**config.mk**
```make
export PLATFORM = sky130hd
export DESIGN_NAME = mem_bus_arbiter
export DESIGN_NICKNAME = d
export VERILOG_FILES = /design/src/rtl/mem_bus_arbiter_pkg.sv /design/src/rtl/rr_arbiter.sv /design/src/rtl/mem_bus_arbiter.sv
export SDC_FILE = /design/constraint.sdc
export NUM_CORES = 1
export LEC_CHECK = 0
export CAP_MARGIN = 30
export CORE_AREA = 3 3 109 111
export DETAILED_ROUTE_END_ITERATION = 8
export DIE_AREA = 0 0 112 114
export DONT_BUFFER_PORTS = 1
export PLACE_DENSITY_LB_ADDON = 0.08
export SLEW_MARGIN = 20
export SYNTH_ARGS = -nofsm -noshare
export SYNTH_HDL_FRONTEND = slang
export SYNTH_SLANG_ARGS = --single-unit
```
**constraint.sdc**
```tcl
create_clock -name clk -period 1.95 [get_ports clk]
set_input_delay 0.585 -clock clk [delete_from_list [all_inputs] [get_ports clk]]
set_output_delay 0.585 -clock clk [all_outputs]
set_load 0.005 [all_outputs]
```
**src/rtl/mem_bus_arbiter_pkg.sv**
```systemverilog
// Shared bus defines: default bus widths, default memory wait cycles and
// the arbiter FSM state encodings.
package mem_bus_arbiter_pkg;

  localparam int BUS_ADDR_W      = 32;
  localparam int BUS_DATA_W      = 32;
  localparam int DEF_WAIT_CYCLES = 2;

  typedef enum logic [1:0] {
    ST_IDLE   = 2'd0,
    ST_ACCESS = 2'd1,
    ST_DONE   = 2'd2
  } arb_state_e;

endpackage

```
**src/rtl/rr_arbiter.sv**
```systemverilog
// Combinational rotating-priority arbiter: the search starts at ptr_i and
// wraps, so the first requester found at or after the pointer wins.
module rr_arbiter
  import mem_bus_arbiter_pkg::*;
#(
  parameter int N     = 2,
  parameter int PTR_W = (N > 1) ? $clog2(N) : 1
) (
  input  logic [N-1:0]     req_i,
  input  logic [PTR_W-1:0] ptr_i,
  output logic [N-1:0]     gnt_o
);

  logic [PTR_W-1:0] idx_s;
  logic             found_s;

  // Scan the requesters in rotated order and grant the first one seen.
  always_comb begin
    gnt_o   = '0;
    found_s = 1'b0;
    idx_s   = '0;
    for (int i = 0; i < N; i++) begin
      idx_s = PTR_W'((int'(ptr_i) + i) % N);
      if (!found_s && req_i[idx_s]) begin
        gnt_o[idx_s] = 1'b1;
        found_s      = 1'b1;
      end else begin
        found_s = found_s;
      end
    end
  end

endmodule

```
**src/rtl/mem_bus_arbiter.sv**
```systemverilog
// Multi-master memory bus arbiter: grants one master, runs a fixed-length
// memory access from latched request fields, then pulses that master's ack.
module mem_bus_arbiter
  import mem_bus_arbiter_pkg::*;
#(
  parameter int NUM_MASTERS = 2,
  parameter int ADDR_W      = BUS_ADDR_W,
  parameter int DATA_W      = BUS_DATA_W,
  parameter int WAIT_CYCLES = DEF_WAIT_CYCLES,
  parameter int RR_MODE     = 1
) (
  input  logic                            clk,
  input  logic                            rst,
  input  logic [NUM_MASTERS-1:0]          m_req_i,
  input  logic [NUM_MASTERS-1:0]          m_we_i,
  input  logic [NUM_MASTERS*ADDR_W-1:0]   m_addr_i,
  input  logic [NUM_MASTERS*DATA_W-1:0]   m_wdata_i,
  input  logic [NUM_MASTERS*DATA_W/8-1:0] m_sel_i,
  output logic [NUM_MASTERS-1:0]          m_ack_o,
  output logic [DATA_W-1:0]               m_rdata_o,
  output logic                            mem_ce_o,
  output logic                            mem_we_o,
  output logic [ADDR_W-1:0]               mem_addr_o,
  output logic [DATA_W-1:0]               mem_wdata_o,
  output logic [DATA_W/8-1:0]             mem_sel_o,
  input  logic [DATA_W-1:0]               mem_rdata_i,
  output logic                            busy_o
);

  localparam int SEL_W = DATA_W / 8;
  localparam int IDX_W = (NUM_MASTERS > 1) ? $clog2(NUM_MASTERS) : 1;
  localparam int CNT_W = $clog2(WAIT_CYCLES + 1);

  arb_state_e             state_q, state_d;
  logic [IDX_W-1:0]       gnt_idx_q, gnt_idx_d;
  logic [IDX_W-1:0]       rr_ptr_q, rr_ptr_d;
  logic [CNT_W-1:0]       cnt_q, cnt_d;
  logic                   we_q, we_d;
  logic [ADDR_W-1:0]      addr_q, addr_d;
  logic [DATA_W-1:0]      wdata_q, wdata_d;
  logic [SEL_W-1:0]       sel_q, sel_d;
  logic                   mem_ce_q, mem_ce_d;
  logic                   mem_we_q, mem_we_d;
  logic [NUM_MASTERS-1:0] ack_q, ack_d;
  logic [DATA_W-1:0]      rdata_q, rdata_d;
  logic                   busy_q, busy_d;

  logic [IDX_W-1:0]       arb_ptr_s;
  logic [NUM_MASTERS-1:0] gnt_s;

  // Fixed-priority mode is a rotating search pinned to start at master 0.
  assign arb_ptr_s = (RR_MODE != 0) ? rr_ptr_q : '0;

  rr_arbiter #(
    .N     (NUM_MASTERS),
    .PTR_W (IDX_W)
  ) u_rr_arbiter (
    .req_i (m_req_i),
    .ptr_i (arb_ptr_s),
    .gnt_o (gnt_s)
  );

  // Next-state and registered-output decode of the IDLE/ACCESS/DONE FSM.
  always_comb begin
    state_d   = state_q;
    gnt_idx_d = gnt_idx_q;
    rr_ptr_d  = rr_ptr_q;
    cnt_d     = cnt_q;
    we_d      = we_q;
    addr_d    = addr_q;
    wdata_d   = wdata_q;
    sel_d     = sel_q;
    mem_ce_d  = 1'b0;
    mem_we_d  = 1'b0;
    ack_d     = '0;
    rdata_d   = rdata_q;

    case (state_q)
      ST_IDLE: begin
        if (|m_req_i) begin
          state_d  = ST_ACCESS;
          cnt_d    = CNT_W'(WAIT_CYCLES);
          mem_ce_d = 1'b1;
          // The grant is one-hot, so at most one slice is selected here.
          for (int i = 0; i < NUM_MASTERS; i++) begin
            gnt_idx_d = gnt_s[i] ? IDX_W'(i) : gnt_idx_d;
            rr_ptr_d  = gnt_s[i] ? IDX_W'((i + 1) % NUM_MASTERS) : rr_ptr_d;
            we_d      = gnt_s[i] ? m_we_i[i] : we_d;
            mem_we_d  = gnt_s[i] ? m_we_i[i] : mem_we_d;
            addr_d    = gnt_s[i] ? m_addr_i[i*ADDR_W +: ADDR_W] : addr_d;
            wdata_d   = gnt_s[i] ? m_wdata_i[i*DATA_W +: DATA_W] : wdata_d;
            sel_d     = gnt_s[i] ? m_sel_i[i*SEL_W +: SEL_W] : sel_d;
          end
        end else begin
          state_d = ST_IDLE;
        end
      end
      ST_ACCESS: begin
        cnt_d = cnt_q - CNT_W'(1);
        if (cnt_q == CNT_W'(1)) begin
          state_d           = ST_DONE;
          ack_d[gnt_idx_q]  = 1'b1;
          rdata_d           = we_q ? rdata_q : mem_rdata_i;
        end else begin
          mem_ce_d = 1'b1;
          mem_we_d = we_q;
        end
      end
      ST_DONE: begin
        state_d = ST_IDLE;
      end
      default: begin
        state_d = ST_IDLE;
      end
    endcase

    busy_d = (state_d != ST_IDLE);
  end

  // State and output registers; reset aborts any transaction in flight.
  always_ff @(posedge clk or negedge rst) begin
    if (!rst) begin
      state_q   <= ST_IDLE;
      gnt_idx_q <= '0;
      rr_ptr_q  <= '0;
      cnt_q     <= '0;
      we_q      <= 1'b0;
      addr_q    <= '0;
      wdata_q   <= '0;
      sel_q     <= '0;
      mem_ce_q  <= 1'b0;
      mem_we_q  <= 1'b0;
      ack_q     <= '0;
      rdata_q   <= '0;
      busy_q    <= 1'b0;
    end else begin
      state_q   <= state_d;
      gnt_idx_q <= gnt_idx_d;
      rr_ptr_q  <= rr_ptr_d;
      cnt_q     <= cnt_d;
      we_q      <= we_d;
      addr_q    <= addr_d;
      wdata_q   <= wdata_d;
      sel_q     <= sel_d;
      mem_ce_q  <= mem_ce_d;
      mem_we_q  <= mem_we_d;
      ack_q     <= ack_d;
      rdata_q   <= rdata_d;
      busy_q    <= busy_d;
    end
  end

  assign m_ack_o     = ack_q;
  assign m_rdata_o   = rdata_q;
  assign mem_ce_o    = mem_ce_q;
  assign mem_we_o    = mem_we_q;
  assign mem_addr_o  = addr_q;
  assign mem_wdata_o = wdata_q;
  assign mem_sel_o   = sel_q;
  assign busy_o      = busy_q;

endmodule

```
==> results by group <==
Timing
  • Fmax achieved: 0.580 GHz
  • Tcrit/Tclk final: 88.4%
  • Setup-failing EPs final: 0
  • Worst hold slack: -0.102 ns
  • Worst rel slew slack: 76.5%
  • Final Hold Vio Count: 112
  • Setup Skew: 0.00676 ns
  • Max-slew violation count: 0
  • Final critical path time including I/O delays and setup: 1.72 ns
  • RSZ-0062 raised after global routing: false
  • Final setup margin: 0.226 ns
  • Setup TNS: 0 ns
  • Worst-Margin Slew: 0.353 ns

Clock tree
  • CTS resizes: 0
  • Clock Latency Late Sink: 0.37 ns
  • CTS tree: yes
  • H-tree Lvls: 3
  • CTS Sinks: 112
  • Setup Buffers After CTS: 0
  • Root buf cell: clkbuf_8
  • CTS buffer count: 9
  • Max clock buf depth: 2
  • Clock-pin slew on the worst setup and hold paths: 0.10 ns

Logic synthesis
  • Synthesized Nets: 518
  • Leading area contributor after synthesis: dfrtp_1
  • Mapped Avg Cell Area: 13.9 sq um
  • Post-synthesis sequential area ratio: 59.0%
  • Ranking of synthesized cells by area: dfrtp_1 59%, a221o_1 15%, o21a_1 11%, mux2_1 4.3%, mux2_2 3.3%
  • Share of the synthesized area in the top cell type: 59.0%
  • Primary FF master, synth: dfrtp_1
  • Synth Register Bits: 112
  • Top-count cell post-synth: dfrtp_1
  • Synth Instances: 343
  • Asr flop ratio synth: 100%
  • Number of synthesized flops with an enable pin: 0
  • Yosys warns: 0
  • Cell variety after synth: 25
  • Cell Area, Synth: 0.00475 sq mm
  • Synth top cells by count: 112 x dfrtp_1, 70 x a221o_1, 68 x o21a_1

Worst setup path
  • Critical path data required time: 2.21 ns
  • Critical path peak fanout: 32
  • CP endpoint kind: flip-flop
  • CP arrival: 1.98 ns
  • Startpoint types: flip-flop
  • Crit path kind: reg -> reg

Global routing
  • GR Layer Usage met1: 23.0%
  • Largest net degree at the start of global routing: 113
  • Initial antenna violation count: 0
  • First-pass GRT wire length: 18.5 mm
  • GRT Overall Usage: 18.7%
  • Met3 GRT Util: 6.10%
  • Vias in the first global route: 3113
  • Gr ovfl total: 0
  • Most used routing layer: met2
  • Met2 Track Usage GR: 30.7%

Final layout
  • Layout area overhead: 6.74%
  • Finished Layout Cells: 474
  • Diode count: 0
  • Fin nets: 504
  • Layout cells sized above 1: 12.9%
  • Finished Cell Area: 0.00507 sq mm

Drt
  • Pre-Repair DR Iteration Count: 5
  • Vias: 2975
  • Antenna-violating nets left: 0
  • Vias per cell: 6.28
  • WL/cell: 26.0 microns
  • Starting DRC count in detailed routing: 227
  • Post-Route WL: 12.3 mm
  • DRC: 0

Placement
  • Dpl ws: 0.225 ns
  • DP Area: 0.00487 sq mm
  • DP Cell Count: 458
  • Port Buffer Count: 0
  • Dpl hpwl: 8.76 mm
  • Placer Congestion: 0.762

Power and ir drop
  • Worst vdd ir: 0.000667 V
  • Switch Pwr: 2960 uW
  • Clock share of power: 16.4%
  • Sequential Power Share: 50.8%
  • Cell area power density: 1710 mW/mm^2
  • Power Internal: 5720 uW
  • Combinational Power Share: 32.9%
  • Net Sw Frac: 34.1%
  • Pleak: 0.00215 uW

Run
  • Max Cap Violations: 0

Run status
  • Failing checks: hold timing
  • Outcome: complete, but fails checks

Floorplan
  • Die area: 0.0128 sq mm
  • Die height: 114 microns
  • Std-Cell Core Area: 0.0109 sq mm
  • IO Pins: 279
  • Die X: 112 microns
  • # rows: 38
  • Starting density of the core: 43.6%

Hold path
  • Hold Path Class: in -> async
-- sequential cells by signal, indices dropped and copies added (netlist names), 2 cells and up --
name         flops
mem_wdata_o     32
m_rdata_o       32
mem_sel_o        4
state_q          2
mem_addr_o      32
m_ack_o          2
cnt_q            2
-- layout by cell type, fill, tap and decap left out, types with 2 or more instances in the layout --
cell type and n:
dfrtp_1 112, a221o_1 70, o21a_1 68, mux2_1 18, mux2_2 14, clkbuf_8 11, buf_12 5, buf_4 4
o21ai_0 3, nor2_1 3, inv_1 3, nand2_1 2, a21o_1 2
-- worst max-delay path, cell delays in order, from the launching register on --
cell and delay, ns:
dfrtp_1 0.40, or2_2 0.43, buf_4 0.29, o21a_1 0.23, a221o_1 0.26
-- per-stage QoR --
step | util (%) | power, uW
global placement | 44.7 | 7280
detailed placement | 44.7 | 7380
CTS | 46.6 | 8820
finish | 46.6 | 8680
global route | 46.6 | 9330
floorplan | - | 6620
-- layout make-up --
| cell class | count | area [sq um] |
|---|---|---|
| fillers | 984 | 5820 |
| flip-flops and latches | 112 | 2800 |
| multi-input cells | 194 | 1750 |
| well taps | 140 | 175 |
| clock buffers | 12 | 155 |
| repair buffers | 9 | 130 |
| clock inverters | 4 | 51.3 |
| inverters | 3 | 11.3 |
-- cell families after synthesis --
| group | synth area share (%) |
|---|---|
| multiplexers | 7.58 |
| flip-flops | 59.0 |
| AND/OR/NAND/NOR | 1.74 |
| buffers and inverters | 4.61 |
| adder cells (fa/ha/maj) | 0.263 |
| AO/OA/AOI/OAI | 26.8 |
-- path summary, 6_finish.rpt --
| path | start | to | slack [ns] | depth (start not counted) |
|---|---|---|---|---|
| setup / recovery | state_q[0]$_DFF_PN0_ | mem_wdata_o[24]$_DFFE_PN0P_ | 0.23 | 4 |
| hold / removal | rst | m_rdata_o[14]$_DFFE_PN0P_ | -0.10 | 0 |
| setup reg to reg | state_q[0]$_DFF_PN0_ | mem_wdata_o[24]$_DFFE_PN0P_ | 0.23 | 4 |
| hold reg to reg | gnt_idx_q$_DFFE_PN0P_ | m_ack_o[0]$_DFF_PN0_ | 0.45 | 1 |
| max in group asynchronous | rst | m_rdata_o[8]$_DFFE_PN0P_ | 1.85 | 0 |
| min in group clk | mem_rdata_i[5] | m_rdata_o[5]$_DFFE_PN0P_ | 0.34 | 1 |
-- layer usage --
metal  part of all wire (%)  vias to the layer above
li1                       -                     1310
met1                     37                     1485
met3                    9.8                       14
met2                     52                      166
met5                      0                        -
met4                    1.7                        0
-- power by group through the flow --
stage / registers, uW / clock network (uW) / logic, uW
2_1_floorplan: 4130 / 0 / 2490
3_3_place_gp: 4490 / 0 / 2790
3_5_place_dp: 4470 / 0 / 2910
4_1_cts: 4440 / 1480 / 2900
5_1_grt: 4560 / 1570 / 3210
6_report: 4410 / 1420 / 2850
Power figures use the tool's default switching activity.
